### src/rtl/xres_reset_sequencer.sv
// XRES pad controller and staged reset sequencer.
// Sequences the pad bring-up, then runs the pad's reset output through a
// 2-flop synchronizer and a glitch filter. The filtered reset drives a staged
// release of the core reset domains and an immediate collapse on any new reset.
// The FSM state is exposed on dbg_state for observation.
module xres_reset_sequencer #(
  parameter int NUM_DOM    = 3,
  parameter int FILT_W     = 8,
  parameter int DLY_W      = 8,
  parameter int PAD_SETTLE = 16
) (
  input  logic               clock,
  input  logic               resetb,
  input  logic               xres_n_in,
  input  logic               sw_rst_req,
  input  logic [FILT_W-1:0]  filt_len,
  input  logic [DLY_W-1:0]   stage_dly,
  output logic               pad_enable_h,
  output logic               pad_inp_sel_h,
  output logic               pad_disable_pullup_h,
  output logic [NUM_DOM-1:0] rst_dom_n,
  output logic               seq_busy,
  output logic [7:0]         xres_event_cnt,
  output logic [7:0]         glitch_cnt,
  output logic [1:0]         dbg_state
);

  localparam int IDX_W = (NUM_DOM > 1) ? $clog2(NUM_DOM) : 1;
  localparam int SET_W = (PAD_SETTLE > 1) ? $clog2(PAD_SETTLE) : 1;

  typedef enum logic [1:0] {
    ST_PAD_INIT = 2'd0,
    ST_ASSERT   = 2'd1,
    ST_RELEASE  = 2'd2,
    ST_RUN      = 2'd3
  } state_t;

  // Synchronizer, filter and counter state
  logic              sync1_q, sync1_d;
  logic              sync2_q, sync2_d;
  logic              filt_q, filt_d;
  logic [FILT_W-1:0] fcnt_q, fcnt_d;
  logic [7:0]        glitch_q, glitch_d;
  logic [7:0]        event_q, event_d;

  // Sequencer state
  state_t             state_q;
  logic               pad_en_q;
  logic [SET_W-1:0]   settle_q;
  logic [DLY_W-1:0]   dcnt_q;
  logic [IDX_W-1:0]   idx_q;
  logic [NUM_DOM-1:0] rst_dom_q;
  logic               busy_q;
  logic               abort;

  // A release in progress (or a running system) collapses on filtered reset or software request
  assign abort = !filt_q || sw_rst_req;

  // Next-state for the synchronizer, the glitch filter and both event counters
  always_comb begin
    sync1_d  = xres_n_in;
    sync2_d  = sync1_q;
    filt_d   = filt_q;
    fcnt_d   = fcnt_q;
    glitch_d = glitch_q;
    event_d  = event_q;
    if (!pad_en_q) begin
      // The pad output is meaningless until the pad is enabled: hold in reset.
      sync1_d = 1'b0;
      sync2_d = 1'b0;
      filt_d  = 1'b0;
      fcnt_d  = '0;
    end else if (sync2_q == filt_q) begin
      // Input returned to the filtered level before the filter expired: a glitch.
      fcnt_d = '0;
      if (fcnt_q != '0 && glitch_q != 8'hFF) begin
        glitch_d = glitch_q + 8'd1;
      end
    end else if (fcnt_q == filt_len) begin
      filt_d = sync2_q;
      fcnt_d = '0;
      if (filt_q && !sync2_q && event_q != 8'hFF) begin
        event_d = event_q + 8'd1;
      end
    end else begin
      fcnt_d = fcnt_q + FILT_W'(1);
    end
  end

  // Register the synchronizer, filter and counters
  always_ff @(posedge clock or negedge resetb) begin
    if (!resetb) begin
      sync1_q  <= 1'b0;
      sync2_q  <= 1'b0;
      filt_q   <= 1'b0;
      fcnt_q   <= '0;
      glitch_q <= '0;
      event_q  <= '0;
    end else begin
      sync1_q  <= sync1_d;
      sync2_q  <= sync2_d;
      filt_q   <= filt_d;
      fcnt_q   <= fcnt_d;
      glitch_q <= glitch_d;
      event_q  <= event_d;
    end
  end

  // Pad bring-up and staged domain release FSM with registered outputs
  always_ff @(posedge clock or negedge resetb) begin
    if (!resetb) begin
      state_q   <= ST_PAD_INIT;
      pad_en_q  <= 1'b0;
      settle_q  <= '0;
      dcnt_q    <= '0;
      idx_q     <= '0;
      rst_dom_q <= '0;
      busy_q    <= 1'b1;
    end else begin
      case (state_q)
        ST_PAD_INIT: begin
          rst_dom_q <= '0;
          if (settle_q == SET_W'(PAD_SETTLE - 1)) begin
            pad_en_q <= 1'b1;
            state_q  <= ST_ASSERT;
          end else begin
            settle_q <= settle_q + SET_W'(1);
          end
        end
        ST_ASSERT: begin
          rst_dom_q <= '0;
          if (filt_q && !sw_rst_req) begin
            state_q <= ST_RELEASE;
            dcnt_q  <= stage_dly;
            idx_q   <= '0;
          end
        end
        ST_RELEASE: begin
          // Abort wins over a release that would otherwise happen this edge.
          if (abort) begin
            state_q   <= ST_ASSERT;
            rst_dom_q <= '0;
          end else if (dcnt_q == '0) begin
            for (int i = 0; i < NUM_DOM; i++) begin
              if (idx_q == IDX_W'(i)) begin
                rst_dom_q[i] <= 1'b1;
              end
            end
            if (idx_q == IDX_W'(NUM_DOM - 1)) begin
              state_q <= ST_RUN;
              busy_q  <= 1'b0;
            end else begin
              idx_q  <= idx_q + IDX_W'(1);
              dcnt_q <= stage_dly;
            end
          end else begin
            dcnt_q <= dcnt_q - DLY_W'(1);
          end
        end
        ST_RUN: begin
          if (abort) begin
            state_q   <= ST_ASSERT;
            rst_dom_q <= '0;
            busy_q    <= 1'b1;
          end
        end
        default: begin
          state_q   <= ST_PAD_INIT;
          rst_dom_q <= '0;
          busy_q    <= 1'b1;
        end
      endcase
    end
  end

  assign pad_enable_h         = pad_en_q;
  assign pad_inp_sel_h        = 1'b0;
  assign pad_disable_pullup_h = 1'b0;
  assign rst_dom_n            = rst_dom_q;
  assign seq_busy             = busy_q;
  assign xres_event_cnt       = event_q;
  assign glitch_cnt           = glitch_q;
  assign dbg_state            = state_q;

endmodule

### config.mk
export PLATFORM = sky130hd
export DESIGN_NAME = xres_reset_sequencer
export DESIGN_NICKNAME = d
export VERILOG_FILES = /design/src/rtl/xres_reset_sequencer.sv
export SDC_FILE = /design/constraint.sdc
export NUM_CORES = 1
export LEC_CHECK = 0
export BUFFER_PORTS_ARGS = -buffer_cell sky130_fd_sc_hd__clkbuf_2
export CORE_ASPECT_RATIO = 1.25
export CORE_MARGIN = 2
export CORE_UTILIZATION = 50
export CTS_BUF_LIST = sky130_fd_sc_hd__clkbuf_4 sky130_fd_sc_hd__clkbuf_8
export DETAILED_ROUTE_END_ITERATION = 7
export PLACE_DENSITY = 0.76
export SYNTH_ARGS = -nofsm -noshare
export SYNTH_HDL_FRONTEND = slang
export SYNTH_SLANG_ARGS = --single-unit
### constraint.sdc
create_clock -name clock -period 1.6 [get_ports clock]
set_input_delay 0.08 -clock clock [delete_from_list [all_inputs] [get_ports clock]]
set_output_delay 0.08 -clock clock [all_outputs]
set_load 0.01 [all_outputs]
* Yosys cells after proc, flatten, opt, wreduce, memory -nomap -nowiden
Index checks and enable logic that the tools add are counted. W data, S select, Z words.
Storage, ports and cells: memories kept 0, output and inout port bits 25, bits in registers 48, word-level logic and storage cells 111, bits in latches 0, ROM bits 0, RAM bits 0
Operators by class: reduce and logical (&&, ||, !) cells 27, multiplexer cells 37, magnitude comparators 0, add/subtract/negate cells 6, shifts and indexed selects 0, divide/modulo/power cells 0, bitwise operators 2, equality and inequality tests 24, multipliers 0
Operators by type and width (number):
- $mux W8 | 7
- $add A8 B1 Y8 const B | 3
- $mux W2 | 10
- $ne A2 B2 Y1 const B | 8
- $ne A8 B8 Y1 const B | 2
- $pmux W8 S2 | 1
- $ne A3 B3 Y1 const B | 5
- $reduce_and A5 Y1 | 3
- $mux W1 | 12
- $reduce_and A3 Y1 | 4
- $mux W3 | 3
- $pmux W3 S3 | 1
- $eq A8 B8 Y1 | 1
- $logic_not A8 Y1 | 1
- $pmux W2 S4 | 1
- $reduce_and A4 Y1 | 2
- $reduce_bool A8 Y1 | 1
- $sub A8 B1 Y8 const B | 1
- $eq A2 B2 Y1 const B | 3
- $reduce_and A2 Y1 | 3
- $add A4 B1 Y4 const B | 1
- $eq A2 B1 Y1 const B | 2
- $eq A4 B4 Y1 const B | 1
- $logic_and A1 B1 Y1 | 4
- other kinds (11) | 16

* Longest topological paths before layout
Gate-level depths: netlist (run 1).
word-level depth 5, depth in mapped cells 8

* Least setup slack after synthesis (run 1)
Ideal clock, no wire load.
path type register to register, start point register state_q[0] (netlist: dbg_state[0]), end point register dcnt_q[5], data required time 1.513 ns, clock period less this slack 1.756 ns, setup time 0.087 ns, arrival time 1.669 ns, setup slack -0.156 ns, cell stages (with the launch flop) 9, cell sequence dfrtp_1 > inv_1 > ha_1 > clkbuf_1 > nor2_1 > nor2_1 > o21a_1 > o21ai_0 > a22oi_1
Between the ends: word-level cells in the longest chain between the ends 3
Ends and longest elaborated chain:
- start: declaration | line 47 | state_t state_q;
- start signal: assignment | line 112 | state_q <= ST_PAD_INIT;
- start signal: assignment | line 125 | state_q <= ST_ASSERT;
- start signal: assignment | line 133 | state_q <= ST_RELEASE;
- $eq A2 B2 Y1 or $eq A2 B1 Y1 (tied branches) | line 120 | case (state_q)
- $ne A3 B3 Y1 (no line), or another cell as far along
- $reduce_and A4 Y1 (no line)
- end signal: assignment | line 134 | dcnt_q <= stage_dly;
- end signal: assignment | line 154 | dcnt_q <= stage_dly;
- end signal: assignment | line 157 | dcnt_q <= dcnt_q - DLY_W'(1);
- end: declaration | line 50 | logic [DLY_W-1:0] dcnt_q;
Several ways; a longest one is shown, not always the timed one. A chain may end at the register's enable or synchronous reset.

* Worst setup path in the final report (run 1)
start point register fcnt_q[7], end point register event_q[7] (netlist: xres_event_cnt[7])
Between the ends: word-level cells in the longest chain between the ends 2
Ends and longest elaborated chain:
- start: declaration | line 42 | logic [FILT_W-1:0] fcnt_q, fcnt_d;
- start signal: assignment | line 103 | fcnt_q <= fcnt_d;
- $eq A8 B8 Y1 | line 79 | end else if (fcnt_q == filt_len) begin
- $reduce_and A4 Y1 (no line)
- end signal: assignment | line 105 | event_q <= event_d;
- end: declaration | line 44 | logic [7:0] event_q, event_d;
Every way passes these cells.

==> results.md, run 1 <==
- Min-Delay Path Depth: 3
- Fin Hold WS: 54.4 ps
- Crit path max-delay family: simple AND/OR/NAND/NOR gates
- Clock Tree Root: clkbuf_8
- Row cnt: 29
- Final hold violation count: 0
- Setup crit start: fcnt_q[7]
- Hold wc startpoint: stage_dly[3]
- Initial antenna violation count: 0
- CTS tree: built
- Pin count of the biggest net entering global routing: 49
- Die Span X: 69.1 um
- Post-synthesis sequential area ratio: 0.454
- Clk Latency, worst-skew pair: 300 ps
- Levels on crit path: 6
- Drt pass-1 iters: 4
- Share of cells above drive strength 1: 0.418
- R2R depth: 6
- Cell count after synthesis: 267
- Vias after detailed routing: 2,368
- Critical Path Source Type: flip-flop
- Final worst path period share: 1.08
- Met1 Use GR: 0.268
- CTS buffer count: 5
- Vias in the first global route: 2,358
- Core Area: 5080 um^2
- Mapped cell area: 2650 um^2
- Via-to-Cell Ratio: 5.60
- Worst EP required: 1820 ps
- Met3 Use GR: 0.0321
- Post-synth EDFFs: 0
- Measured slew at the worst slew-check pin: 505 ps
- Critical-path top delay cell: dfrtp_1
- Worst Path Arrival: 1940 ps
- Nets@finish: 395
- Busiest layer in global routing: met2
- Synth top area share: 0.444
- Seq cells post-synth: 48
- Pwr Density: 675 nW/um^2
- Avg Inst Size Synth: 9.92 um^2
- Buf/Inv on CP: 1
- Most common cell on crit path: xor2_1
- Slew HR: 0.663
- CTS Buffer Depth: 2
- Gr usage total: 0.217
- H-tree Lvls: 2
- Routed wire per std cell: 15.2 um
- Unrepaired setup endpoints after global routing: true
- Fin. max-slew vios: 0
- DRT antenna net count: 0
- Worst Path Class, Setup: flip-flop to flip-flop
- Commonest cells post-synth: 47 x dfrtp_1, 25 x xor2_1, 22 x nand2_1
- First-pass GRT wire length: 10,600 um
- Die Area: 5900 um^2
- Port bufs: 42
- Max incr delay on CP: 400 ps
- IO Pins: 45
- DRC viols: 0
- Main synth FF type: dfrtp_1
- Met2 Use GR: 0.391
- Asr flop ratio synth: 1.00
- Die Y: 85.4 um
- Tot Pwr: 2480 uW
- Finish-stage setup viols: 23
- Final Skew: 4.83 ps
- Drt first-iter violations: 120
- Pleak: 0.00176 uW
- DP Area: 3210 um^2
- FF-to-FF Start: fcnt_q[7]
- Failing checks: negative setup slack
- Synth warn: 0
- Reg clk slew, reported paths: 100 ps
- Top-count cell post-synth: dfrtp_1
- Area grow syn2layout: 38.5%
- VDD IR max: 0.381 mV
- Finished Cell Area: 3670 um^2
- GRT overflow: 0
- Clock sinks: 48
- CP max FO: 8
- Area leader, netlist: dfrtp_1
- FMAX: 580 MHz
- CP Cell Sequence: xor2_1 > nor4_2 > nand2_2 > buf_6 > nor4_4 > xor2_1
- Unique cell type count in the Yosys netlist: 49
- Final Worst Setup Slack: -123 ps
- Initial core utilization: 0.521
- Drt total wl: 6410 um
- Period minus WS final: 1720 ps
- TNS Setup: -837 ps
- Global placement routability congestion: 0.824
- Synth top area cells: dfrtp_1 44%, xor2_1 8.3%, ha_1 7.1%
- DP Wirelength: 4230 um
- N_diodes: 0
- Maxcap violations: 0
- Status: finished with violations
- Hold Crit Class: input pin to flip-flop
- Setup crit end kind: flip-flop
## layout make-up
cell class / instances / area, um^2
multi-input cells: 200 / 1630
fillers: 381 / 1410
flip-flops and latches: 48 / 1200
repair buffers: 90 / 599
clock buffers: 6 / 82.6
well taps: 62 / 77.6
inverters: 15 / 56.3
clock inverters: 2 / 15.0
## where the power goes
group | switching [uW] | total, uW | internal (uW)
logic | 171 | 341 | 170
registers | 75.6 | 1350 | 1280
clock network | 430 | 781 | 351
total | 677 | 2480 | 1800
## sequential cells by signal, indices dropped and copies added (netlist names)
register	cells
fcnt_q	8
rst_dom_n	3
sync2_q	1
dcnt_q	8
xres_event_cnt	8
settle_q	4
dbg_state	2
idx_q	2
filt_q	1
seq_busy	1
glitch_cnt	8
sync1_q	1
pad_enable_h	1
## final timing paths
path / endpoint / slack (ps)
worst min-delay path: dcnt_q[3] / 50
max in group asynchronous: seq_busy / 1010
worst max-delay path: xres_event_cnt[7] / -120
worst max register to register: xres_event_cnt[7] / -120
min in group asynchronous: xres_event_cnt[0] / 300
worst min register to register: sync2_q / 480
## per-stage QoR
| stage | util | setup WS [ps] | cells |
|---|---|---|---|
| 3_5_place_dp | 0.632 | -155 | 401 |
| 3_3_place_gp | 0.632 | -36.7 | 401 |
| 6_report | 0.722 | -123 | 423 |
| 5_1_grt | 0.722 | -208 | 423 |
| 2_1_floorplan | - | -8.58 | 268 |
| 4_1_cts | 0.683 | -127 | 417 |
## cell families (layout without fill, tap and decap cells)
family / count (synthesis) / count (layout) / share of synthesized area
simple gates: 97 / 99 / 0.193
flops: 48 / 48 / 0.454
other cells: 1 / 2 / 0.00142
compound gates: 49 / 49 / 0.125
fa+ha+maj: 15 / 15 / 0.0709
buf+inv: 22 / 113 / 0.0368
mux: 5 / 5 / 0.0198
xor+xnor: 30 / 30 / 0.0992
## placed cells by master (no fill, tap or decap), types with 3 or more instances in the layout
cell and n:
mux2i_1 3, nor3_1 5, nand4_1 10, o21ai_2 3, buf_6 3, dfrtp_1 45
nand3_1 13, clkbuf_8 6, nor4_2 3, inv_1 14, xor2_1 25, o21ai_1 6
xnor2_1 5, nor2_1 17, ha_1 12, clkbuf_2 42, nand2_1 19, a21oi_2 4
o21ai_0 6, nor3_2 3, nor4_4 4, a21oi_1 4, buf_4 42, nand2_2 4
## timing repair
action | in CTS | in global routing
setup buffers | 5 | 5
endpoints found under the setup margin | 25 | 40
pin swaps | 15 | 15
endpoints found under the hold margin | 48 | 0
cloned | 1 | 1
resized for setup | 17 | 46
hold buffers | 2 | 0
## worst register-to-register path: stages, from the launching register on
cell,delay [ps]
dfrtp_1,400
xor2_1,160
nor4_2,320
nand2_2,230
buf_6,190
nor4_4,150
xor2_1,190
## metal layers
| layer | up-vias | wire length (um) |
|---|---|---|
| li1 | 1123 | - |
| met1 | 1163 | 2630 |
| met2 | 68 | 3430 |
| met3 | 14 | 230 |
| met4 | 0 | 124 |
| met5 | - | 0 |
(Power assumes the default switching activity.)
==> inputs of run 2 (changes only) <==
- ABC_AREA: unset -> 1
- PLACE_DENSITY: 0.76 -> 0.75
==> results.md, run 2 <==
- DRT antenna net count: 0 (unchanged)
- Initial antenna violation count: 0 (unchanged)
- H-tree Lvls: 2 (unchanged)
- Initial core utilization: 0.517 (-0.00443)
- Final hold violation count: 0 (unchanged)
- Row cnt: 31 (+6.9%)
- Fin. max-slew vios: 0 (unchanged)
- Fillcell total: 525 (+38%)
- First-pass GRT wire length: 10,300 um (-2.7%)
- Routed wire per std cell: 11.0 um (-27%)
- Synth top area cells: dfrtp_1 39%, nand2_1 16%, ha_1 6.3%
- Commonest cells post-synth: 125 x nand2_1, 47 x dfrtp_1, 44 x inv_1
- Simple-Gate Fraction of Synth Area: 0.315 (+0.122)
- Main combinational cell family by area after synthesis: simple AND/OR/NAND/NOR gates
- Pin count of the biggest net entering global routing: 32 (-35%)
- CP Cell Sequence: inv_2 > ha_4 > buf_4 > o21ai_1 > o21bai_4 > buf_4 > o21ai_1 > nand2_1
- Drt first-iter violations: 86 (-28%)
- Finished Layout Cells: 531 (+26%)
- Avg Inst Size Synth: 7.45 um^2 (-25%)
- Cell count after synthesis: 401 (+50%)
- Post-synthesis sequential area ratio: 0.402 (-0.0515)
- Max incr delay on CP: 410 ps (about the same)
- Core Area: 5780 um^2 (+14%)
- DP Wirelength: 4620 um (+9.2%)
- Synth warn: 0 (unchanged)
- Tot Pwr: 3460 uW (+40%)
- Via-to-Cell Ratio: 4.94 (-12%)
- Vias after detailed routing: 2,622 (+11%)
- Final Skew: 10.2 ps (+5.40 ps)
- Clock sinks: 48 (unchanged)
- Die Span X: 73.1 um (+5.8%)
- FMAX: 663 MHz (+14%)
- IO Pins: 45 (unchanged)
- Global placement routability congestion: 0.847 (+2.8%)
- Gr usage total: 0.193 (-0.0241)
- Top-count cell post-synth: nand2_1
- Mapped cell area: 2990 um^2 (+13%)
- CTS tree: built
- Unique cell type count in the Yosys netlist: 30 (-39%)
- Most common cell after layout, fill and taps aside: nand2_1
- Post-synth EDFFs: 0 (unchanged)
- Area grow syn2layout: 18.3%
- Synth top area share: 0.394 (-0.0504)
- Pleak: 0.00193 uW (+9.8%)
- Pwr Density: 980 nW/um^2 (+45%)
- Post-layout util: 0.612 (-0.110)
- Worst EP required: 1800 ps (-20 ps)
- Finish-stage setup viols: 0 (-100%)
- Worst Path Class, Setup: flip-flop to flip-flop
- Drt total wl: 5870 um (-8.5%)
- Clock Tree Root: clkbuf_8
- Buf/Inv on CP: 3 (+2)
- Drt pass-1 iters: 4 (unchanged)
- Area leader, netlist: dfrtp_1
- Adder-cell area share of the yosys netlist: 0.0628 (-0.00804)
- Setup crit end kind: flip-flop
- Critical-path top delay cell: dfrtp_1
- Worst Path Arrival: 1700 ps (-240 ps)
- Clk Latency, worst-skew pair: 300 ps (about the same)
- Nets@finish: 499 (+26%)
- CTS buffer count: 5 (unchanged)
- Die Y: 90.4 um (+5.9%)
- VDD IR max: 0.633 mV (+66%)
- GRT overflow: 0 (unchanged)
- Finished Cell Area: 3540 um^2 (-3.6%)
- XOR/XNOR share of the synthesized area: 0.0645 (-0.0347)
- Final Worst Setup Slack: 91.6 ps (+214 ps)
- Status: finished clean
- Seq cells post-synth: 48 (unchanged)
- Hold Crit Class: input pin to flip-flop
- Cells after DPL: 517 (+29%)
- DRC viols: 0 (unchanged)
- Share of cells above drive strength 1: 0.219 (-0.199)
- CTS Buffer Depth: 2 (unchanged)
- DP Area: 3350 um^2 (+4.4%)
- Reg clk slew, reported paths: 90 ps (about the same)
- Dpl ws: -14.6 ps (+141 ps)
- Multiplexer share of the synthesized area: 0.00377 (-0.0161)
- Die Area: 6610 um^2 (+12%)
- Critical Path Source Type: flip-flop
- N_diodes: 0 (unchanged)
- Maxcap violations: 0 (unchanged)
- CP max FO: 7 (-1)
- Vias in the first global route: 2,448 (+3.8%)
- Port bufs: 42 (unchanged)
- Most frequent cells in the layout: 121 x nand2_1, 47 x dfrtp_1, 42 x inv_1, 42 x clkbuf_2, 39 x nor2_1
- Crit path max-delay family: flip-flops
- Main synth FF type: dfrtp_1
- Final worst path period share: 0.943 (-0.134)
- Synth Area in Compound Gates: 0.0641 (-0.0606)
- Period minus WS final: 1510 ps (-214 ps)
- Asr flop ratio synth: 1.00 (unchanged)
-- run 2: cell count changes in the layout (fill, tap and decap cells not counted), sizes merged, moves of 5 or more --
cell,previous run,this run
a21oi,8,3
nand3,16,34
inv,15,55
xnor2,5,14
nand2,23,128
nor4,7,0
buf,46,18
nor2,21,44
xor2,25,8
nand4,10,4
o21ai,16,27
-- run 2: layout make-up --
class                   count  area, um^2  share of cell area
clock buffers               5        68.8              0.0195
repair buffers             62         382               0.108
well taps                  66        82.6              0.0234
clock inverters             3        18.8             0.00531
inverters                  55         211              0.0598
multi-input cells         292        1570               0.444
flip-flops and latches     48        1200               0.340
-- run 2: cells by family after synthesis --
logic type	Yosys count
AOI/OAI and AO/OA	33
xor gates and xnor gates	22
adders and majority gates	15
buffers and inverters	62
DFF	48
muxes	1
other	1
and+or+nand+nor	219
-- run 2: report_power, final --
group	switching, uW	internal (uW)
sequential	131	1350
combinational	744	520
clock	414	305
total	1290	2180
-- run 2: per-stage QoR --
stage,hold slack (ps),TNS [ps]
2_1_floorplan,-216,0
3_3_place_gp,59.1,0
3_5_place_dp,61.5,-23.4
4_1_cts,3.49,0
5_1_grt,15.8,-58.3
6_report,4.02,0
-- run 2: final timing paths --
| kind | startpoint | to | slack [ps] | cells past startpoint |
|---|---|---|---|---|
| worst max-delay path | dbg_state[0] | dcnt_q[3] | 90 | 8 |
| worst min-delay path | stage_dly[4] | dcnt_q[4] | 4 | 3 |
| worst max register to register | dbg_state[0] | dcnt_q[3] | 90 | 8 |
| worst min register to register | sync1_q | sync2_q | 430 | 2 |
| max in group asynchronous | resetb | fcnt_q[7] | 810 | 3 |
| min in group asynchronous | resetb | fcnt_q[2] | 270 | 2 |
-- run 2: repair_timing --
item	4_1_cts	5_1_grt
pin swaps	0	3
hold endpoints to repair	17	0
buffers inserted	0	4
setup endpoints to repair	2	21
gates resized for setup	2	13
hold buffers	2	0
-- run 2: tightest hold or removal path, stage by stage --
cell	delay, ps
clkbuf_2	80
nand2_1	50
a21oi_1	60
-- run 2: per-layer routing --
layer | global-route usage | part of all wire | vias to the layer above
met5 | 0 | 0 | -
met3 | 0.0301 | 0.031 | 6
met4 | 0.0509 | 0.013 | 0
met2 | 0.353 | 0.53 | 46
met1 | 0.226 | 0.43 | 1192
li1 | - | - | 1378
